`src/rtl/instr_fetch_unit.sv`:
```
`default_nettype none
// ============================================================================
// Module   : instr_fetch_unit
// Brief    : Prefetching fetch stage with credit-limited FIFO and redirect.
// Revision : 1.0
// ============================================================================
module instr_fetch_unit #(
    parameter int                    DATA_WIDTH = 32,
    parameter int                    FIFO_DEPTH = 4,
    parameter logic [DATA_WIDTH-1:0] RESET_PC   = 32'h0000_0000
) (
    input  logic                  clk,
    input  logic                  rst,
    input  logic                  redirect_valid,
    input  logic [DATA_WIDTH-1:0] redirect_pc,
    output logic                  imem_req_valid,
    input  logic                  imem_req_ready,
    output logic [DATA_WIDTH-1:0] imem_req_addr,
    input  logic                  imem_rsp_valid,
    input  logic [DATA_WIDTH-1:0] imem_rsp_data,
    output logic                  out_valid,
    input  logic                  out_ready,
    output logic [DATA_WIDTH-1:0] out_pc,
    output logic [DATA_WIDTH-1:0] out_instr
);

    localparam int PTR_W = $clog2(FIFO_DEPTH);
    localparam int CNT_W = PTR_W + 1;

    logic [DATA_WIDTH-1:0] r_fetch_pc;
    logic [DATA_WIDTH-1:0] r_rsp_pc;
    logic [CNT_W-1:0]      r_outstanding;
    logic [CNT_W-1:0]      r_drop_cnt;
    logic [CNT_W-1:0]      r_count;
    logic [PTR_W-1:0]      r_wr_ptr;
    logic [PTR_W-1:0]      r_rd_ptr;
    logic [DATA_WIDTH-1:0] r_mem_pc    [FIFO_DEPTH];
    logic [DATA_WIDTH-1:0] r_mem_instr [FIFO_DEPTH];
    logic [DATA_WIDTH-1:0] r_hold_pc;
    logic [DATA_WIDTH-1:0] r_hold_instr;

    logic                  w_credit;
    logic                  w_req_fire;
    logic                  w_rsp_ok;
    logic                  w_push;
    logic                  w_pop;
    logic [DATA_WIDTH-1:0] w_redirect_aligned;

    // Buffered plus in-flight words may never exceed the FIFO capacity.
    assign w_credit = ({1'b0, r_count} + {1'b0, r_outstanding}) < (CNT_W + 1)'(FIFO_DEPTH);

    assign imem_req_valid     = !rst && !redirect_valid && w_credit;
    assign imem_req_addr      = r_fetch_pc;
    assign w_req_fire         = imem_req_valid && imem_req_ready;
    assign w_rsp_ok           = imem_rsp_valid && (r_outstanding != '0);
    assign w_push             = w_rsp_ok && (r_drop_cnt == '0) && !redirect_valid;
    assign w_redirect_aligned = redirect_pc & ~(DATA_WIDTH'(3));

    assign out_valid = (r_count != '0) && !redirect_valid;
    assign w_pop     = out_valid && out_ready;
    // Outputs fall back to the last presented values whenever nothing is valid.
    assign out_pc    = out_valid ? r_mem_pc[r_rd_ptr]    : r_hold_pc;
    assign out_instr = out_valid ? r_mem_instr[r_rd_ptr] : r_hold_instr;

    always_ff @(posedge clk or posedge rst) begin
        if (rst) begin
            r_fetch_pc    <= RESET_PC;
            r_rsp_pc      <= RESET_PC;
            r_outstanding <= '0;
            r_drop_cnt    <= '0;
            r_count       <= '0;
            r_wr_ptr      <= '0;
            r_rd_ptr      <= '0;
            r_hold_pc     <= '0;
            r_hold_instr  <= '0;
        end else begin
            r_outstanding <= r_outstanding + CNT_W'(w_req_fire) - CNT_W'(w_rsp_ok);
            r_hold_pc     <= out_pc;
            r_hold_instr  <= out_instr;
            if (redirect_valid) begin
                r_fetch_pc <= w_redirect_aligned;
                r_rsp_pc   <= w_redirect_aligned;
                r_drop_cnt <= r_outstanding - CNT_W'(w_rsp_ok);
                r_count    <= '0;
                r_wr_ptr   <= '0;
                r_rd_ptr   <= '0;
            end else begin
                if (w_req_fire) begin
                    r_fetch_pc <= r_fetch_pc + DATA_WIDTH'(4);
                end
                if (w_rsp_ok && (r_drop_cnt != '0)) begin
                    r_drop_cnt <= r_drop_cnt - CNT_W'(1);
                end
                if (w_push) begin
                    r_wr_ptr <= r_wr_ptr + PTR_W'(1);
                    r_rsp_pc <= r_rsp_pc + DATA_WIDTH'(4);
                end
                if (w_pop) begin
                    r_rd_ptr <= r_rd_ptr + PTR_W'(1);
                end
                r_count <= r_count + CNT_W'(w_push) - CNT_W'(w_pop);
            end
        end
    end

    always_ff @(posedge clk) begin
        if (w_push) begin
            r_mem_pc[r_wr_ptr]    <= r_rsp_pc;
            r_mem_instr[r_wr_ptr] <= imem_rsp_data;
        end
    end

    // A response with nothing outstanding is a memory protocol violation.
    a_rsp_has_request : assert property (
        @(posedge clk) disable iff (rst) imem_rsp_valid |-> (r_outstanding != '0)
    );

endmodule
`default_nettype wire
```
`config.mk`:
```
export PLATFORM = sky130hd
export DESIGN_NAME = instr_fetch_unit
export DESIGN_NICKNAME = d
export VERILOG_FILES = /design/src/rtl/instr_fetch_unit.sv
export SDC_FILE = /design/constraint.sdc
export NUM_CORES = 1
export LEC_CHECK = 0
export BUFFER_PORTS_ARGS = -buffer_cell sky130_fd_sc_hd__buf_2
export CAP_MARGIN = 30
export CORE_UTILIZATION = 45
export DETAILED_ROUTE_END_ITERATION = 7
export GPL_TIMING_DRIVEN = 0
export RECOVER_POWER = 100
export SLEW_MARGIN = 30
export SYNTH_ARGS = -nofsm -noshare
export SYNTH_HDL_FRONTEND = slang
export SYNTH_SLANG_ARGS = --single-unit
```
`constraint.sdc`:
```
create_clock -name clk -period 5.1 [get_ports clk]
set_input_delay 1.02 -clock clk [delete_from_list [all_inputs] [get_ports clk]]
set_output_delay 1.02 -clock clk [all_outputs]
set_load 0.01 [all_outputs]
```
=== Word-level counts from Yosys, hierarchy flattened ===
Memories as Yosys holds them, arrays and structs flattened.
Cells that the tools add are included.
W data, S select, Z words.

* Add/subtract/negate cells: 11
* Order comparisons: 1
* Muxes and demuxes: 15
* Reduce and logical (&&, ||, !) cells: 19

{| class="wikitable"
|+ Operator list
! operator !! count
|-
| $mux W32 || 6
|-
| $add A32 B3 Y32 const B || 2
|-
| $logic_and A1 B1 Y1 || 9
|-
| $mux W3 || 3
|-
| $reduce_bool A3 Y1 || 3
|-
| $sub A3 B1 Y3 || 3
|-
| $mux W2 || 4
|-
| $reduce_bool A2 Y1 || 4
|-
| $add A3 B1 Y3 || 2
|-
| $add A2 B1 Y2 const B || 2
|-
| $add A3 B3 Y4 || 1
|-
| $lt A4 B3 Y1 const B || 1
|-
| $logic_not A3 Y1 || 1
|-
| $sub A3 B1 Y3 const B || 1
|-
| $logic_not A1 Y1 || 2
|-
| $mux W1 || 2
|}

* Bits in registers: 141
* Memory bits (writable): 256
* Input port bits: 70
* Output and inout port bits: 98
* Word-level logic and storage cells: 57
* Memories: 2

{| class="wikitable"
|+ Memory list
! name !! words !! width !! rd ports !! clocked after memory_dff !! wr ports !! RTL line !! text
|-
| r_mem_instr || 4 || 32 || 1 || 0 || 1 || 38 || <nowiki>logic [DATA_WIDTH-1:0] r_mem_instr [FIFO_DEPTH];</nowiki>
|-
| r_mem_pc || 4 || 32 || 1 || 0 || 1 || 37 || <nowiki>logic [DATA_WIDTH-1:0] r_mem_pc [FIFO_DEPTH];</nowiki>
|}

=== Depth between registers and ports, before layout ===
* Word-level depth: 7
* Depth in mapped cells: 13
* Mapped depth without buffers: 12

=== Worst setup path after synthesis ===
OpenSTA, ideal clock, no wires.

* Path kind: in2reg
* From: in redirect_valid
* To: mem r_mem_instr[0][0], enable pin
* Setup time: 0.426 ns
* Arrival: 3.037 ns
* Required time: 4.674 ns
* Path slack: 1.636 ns
* Stages: 3
* Path buffers: 1
* Path through: clkbuf_1 -> nor3_1 -> and2_1

* Cells in the longest elaborated chain, start to end: 4

{| class="wikitable"
|+ Ends and longest elaborated chain
! element !! RTL line !! text
|-
| start: declaration || 14 || <nowiki>input logic redirect_valid,</nowiki>
|-
| $logic_not A1 Y1 || 56 || <nowiki>assign w_push = w_rsp_ok && (r_drop_cnt == '0) && !redirect_valid;</nowiki>
|-
| $logic_and A1 B1 Y1 || 56 ||
|-
| $mux W1 || 107 || <nowiki>if (w_push) begin</nowiki>
|-
| $mux W1 (implied by the code) || 109 || <nowiki>r_mem_instr[r_wr_ptr] <= imem_rsp_data;</nowiki>
|-
| end: declaration || 38 ||
|}

Every way passes these cells.

=== Worst setup path after layout ===
* From: in redirect_valid
* To: mem r_mem_pc[1][2], enable pin

* Cells in the longest elaborated chain, start to end: 4

{| class="wikitable"
|+ Ends and longest elaborated chain
! element !! RTL line !! text
|-
| $logic_not A1 Y1 || 56 ||
|-
| $logic_and A1 B1 Y1 || 56 ||
|-
| $mux W1 || 107 ||
|-
| $mux W1 (implied by the code) || 108 || <nowiki>r_mem_pc[r_wr_ptr] <= r_rsp_pc;</nowiki>
|-
| end: declaration || 37 ||
|}

Every way passes these cells.

==> flow_metrics.env <==
export IMPL_status="finished with violations"
export IMPL_violations="capacitance limit, slew limit"
export IMPL_cts_htree_levels=2
export IMPL_cp_required_ps=5230
export IMPL_cts_root_buf="clkbuf_16"
export IMPL_min_period_ps=4435
export IMPL_worstHoldStart="r_hold_pc[14]$_DFF_PP0_"
export IMPL_tightest_slew_ps=2973
export IMPL_ys_types=56
export IMPL_num_vias=8700
export IMPL_crit_arrival_ps=4560
export IMPL_hpwl_mm=21.51
export IMPL_routed_wl_mm=32.94
export IMPL_clock_latency_ps=530
export IMPL_clkTransAtPathRegs_ps=60
export IMPL_placedCellCount=1535
export IMPL_port_buffers=163
export IMPL_stdcell_count=1610
export IMPL_reg2reg_to="r_mem_pc[1][2]$_DFFE_PP_"
export IMPL_ir_worst_vdd_uv=240.3
export IMPL_synth_top_cells_by_count="edfxtp_1, dfrtp_1, mux2_2, mux4_2, nand2_1"
export IMPL_initial_utilization_pct=46.02
export IMPL_dr_pass1_iters=4
export IMPL_grt_max_degree=78
export IMPL_ys_seq_area_share_pct=69.95
export IMPL_nNetsFinal=1218
export IMPL_cpMaxStageDelayCell="and2_0"
export IMPL_ys_warnings_count=0
export IMPL_syn_area_per_cell_um2=16.95
export IMPL_r2r_slack_ps=880
export IMPL_ant_nets=0
export IMPL_crit_chain="clkbuf_1 -> clkbuf_1 -> nor3_1 -> and2_0 -> buf_12 -> dlymetal6s2s_1"
export IMPL_synth_top_area_share_pct=47.90
export IMPL_globalRouteOverflowTotal=0
export IMPL_core_area_um2=33780
export IMPL_ff2ff_path_depth=7
export IMPL_synthMostInstantiatedCell="edfxtp_1"
export IMPL_dr_wl_met3_mm=1.510
export IMPL_avgViaCountPerCell=5.404
export IMPL_holdBufCountCts=0
export IMPL_num_rows=67
export IMPL_end_kind="flop"
export IMPL_async_reset_ff_share_pct=35.58
export IMPL_drc=0
export IMPL_critPathMaxFanout=23
export IMPL_holdPathStages=1
export IMPL_wl_met1_mm=15.51
export IMPL_relSlewSlack_pct=-99.26
export IMPL_ctsResizeCount=0
export IMPL_fp_dieW_um=187.9
export IMPL_r2r_start="r_drop_cnt[0]$_DFFE_PP0P_"
export IMPL_die_y_um=187.9
export IMPL_synth_top_area_cell="edfxtp_1"
export IMPL_synth_seq_cells=385
export IMPL_startpoint_type="input pin"
export IMPL_setup_viol=0
export IMPL_synth_ff_type="edfxtp_1"
export IMPL_tritoncts="yes"
export IMPL_grt_pass1_vias=9020
export IMPL_slew_violations=154
export IMPL_wire_per_inst_um=20.46
export IMPL_holdPathEnd="r_hold_pc[14]$_DFF_PP0_"
export IMPL_crit_path_max_incr_delay_ps=1250
export IMPL_dieArea_um2=35300
export IMPL_cts_setup_buffers=0
export IMPL_synth_area_um2=15550
export IMPL_cp_common_cell="clkbuf_1"
export IMPL_globalplace_congestion=0.8803
export IMPL_grt_pass1_wl_mm=52.12
export IMPL_totalPowerFinal_w=0.008694
export IMPL_power_density_nw_per_um2=479.4
export IMPL_highest_layer="met5"
export IMPL_syn_inst=917
export IMPL_max_freq_ghz=0.2255
export IMPL_synth_edf_count=248
export IMPL_diodes=0
export IMPL_leakage_nw=6.338
export IMPL_drive_above_1_share_pct=18.93
export IMPL_period_share_pct=86.96
export IMPL_critPathBufInv=4
export IMPL_grt_usage_pct=19.25
export IMPL_rsz0062_at_grt="false"
export IMPL_worstSetupPathType="in -> reg"
export IMPL_maxCapViolCount=5
export IMPL_area_delta_synth_final_pct=16.63
export IMPL_fin_skew_ps=15.04
export IMPL_drt_initial_drc_count=424
export IMPL_met2_length_mm=15.27
export IMPL_synthTopCellsByArea="edfxtp_1, dfrtp_1, mux4_2"
export IMPL_finalHoldViolCount=0
export IMPL_clkSinkCount=385
export IMPL_antenna_found_initial=1
export IMPL_hold_class="reg -> reg"
export IMPL_pin_count=168
export IMPL_clockBufferDepth=3
export IMPL_critPathTopFamily="simple AND/OR/NAND/NOR gates"
export IMPL_numCtsBuffers=41
==> worst max-delay path by stage <==
stage	to	slack, ps	startpoint	depth (start not counted)
6_report	r_mem_pc[1][2]$_DFFE_PP_	670	redirect_valid	6
5_1_grt	r_mem_instr[1][8]$_DFFE_PP_	310	redirect_valid	6
4_1_cts	out_instr[15]	560	redirect_valid	6
3_5_place_dp	out_instr[15]	570	redirect_valid	6
3_3_place_gp	r_hold_instr[5]$_DFF_PP0_	-2010	rst	2
2_1_floorplan	imem_req_addr[10]$_DFFE_PP0P_	410	rst	1
==> flip-flops by register name (all words and copies together), names as in the netlist <==
signal / cells
r_rd_ptr: 2
r_drop_cnt: 3
r_wr_ptr: 2
imem_req_addr: 30
r_mem_pc: 120
r_mem_instr: 128
r_hold_pc: 32
r_count: 3
r_rsp_pc: 30
r_hold_instr: 32
r_outstanding: 3
==> worst reg2reg max path: cells and delay by family (launching register included) <==
kind,cells,cell delay [ps]
and+or+nand+nor,3,1920
buffers and inverters,3,1360
DFF,1,370
adders and majority gates,1,170
==> layer usage <==
layer / vias to the layer above / GRT usage (%)
met3: 49 / 3.238
met2: 258 / 29.94
met5: - / 0
met4: 2 / 5.034
li1: 3972 / -
met1: 4419 / 28.22
==> final cells by class <==
type                            instances  area [µm²]
Fill cell                            2800       15650
Sequential cell                       385       10880
Multi-Input combinational cell        470        4378
Clock buffer                           59        1124
Timing Repair Buffer                  169       798.3
Tap cell                              448       560.5
Buffer                                 41       173.9
Clock inverter                         16       140.1
Inverter                               22       83.83
==> power breakdown <==
group	internal, W	leakage [nW]	switching (W)
Clock	0.00164	0.618	0.00117
Combinational	0.000856	1.84	0.00108
Sequential	0.00374	3.88	0.000205
==> cells in the final DEF (no fill, tap or decap), drive strengths merged, types with 3 or more instances in the layout <==
cell	n
nand4	25
dfrtp	137
o21ai	34
xnor2	20
nor4	9
and2	8
mux4	62
edfxtp	248
o311ai	4
buf	49
a21oi	9
clkbuf	219
nor2b	4
o211ai	10
nand2b	3
nor3	8
clkinv	12
or4	6
inv	22
a31oi	5
and3	10
nand3	34
nand2	51
mux2i	3
a21boi	4
ha	16
xor2	26
and4	3
mux2	72
nor2	25
==> kinds of logic after synthesis <==
kind of cell             after synthesis  synth area share [%]
multiplexers                         137                 14.39
AO/OA/AOI/OAI                         76                 3.139
AND/OR/NAND/NOR                      191                 6.671
adder cells (fa/ha/maj)               18                 1.545
XOR/XNOR                              46                 2.591
buffers and inverters                 63                 1.690
other                                  1               0.02412
flip-flops                           385                 69.95
==> stage by stage <==
step	TNS [ps]	cell area (µm²)	hold slack [ps]	setup slack [ps]	util, %
after floorplan	0	15550	494.1	412.2	-
after global placement	-292210	16930	478.5	-2008	50.11
after detailed placement	0	17100	481.3	574.2	50.60
after CTS	0	18360	496.5	559.3	54.34
after global routing	0	18130	497.2	309.8	53.68
final	0	18130	480.5	665.0	53.68
Note: power is estimated with default switching activity, not from simulation.
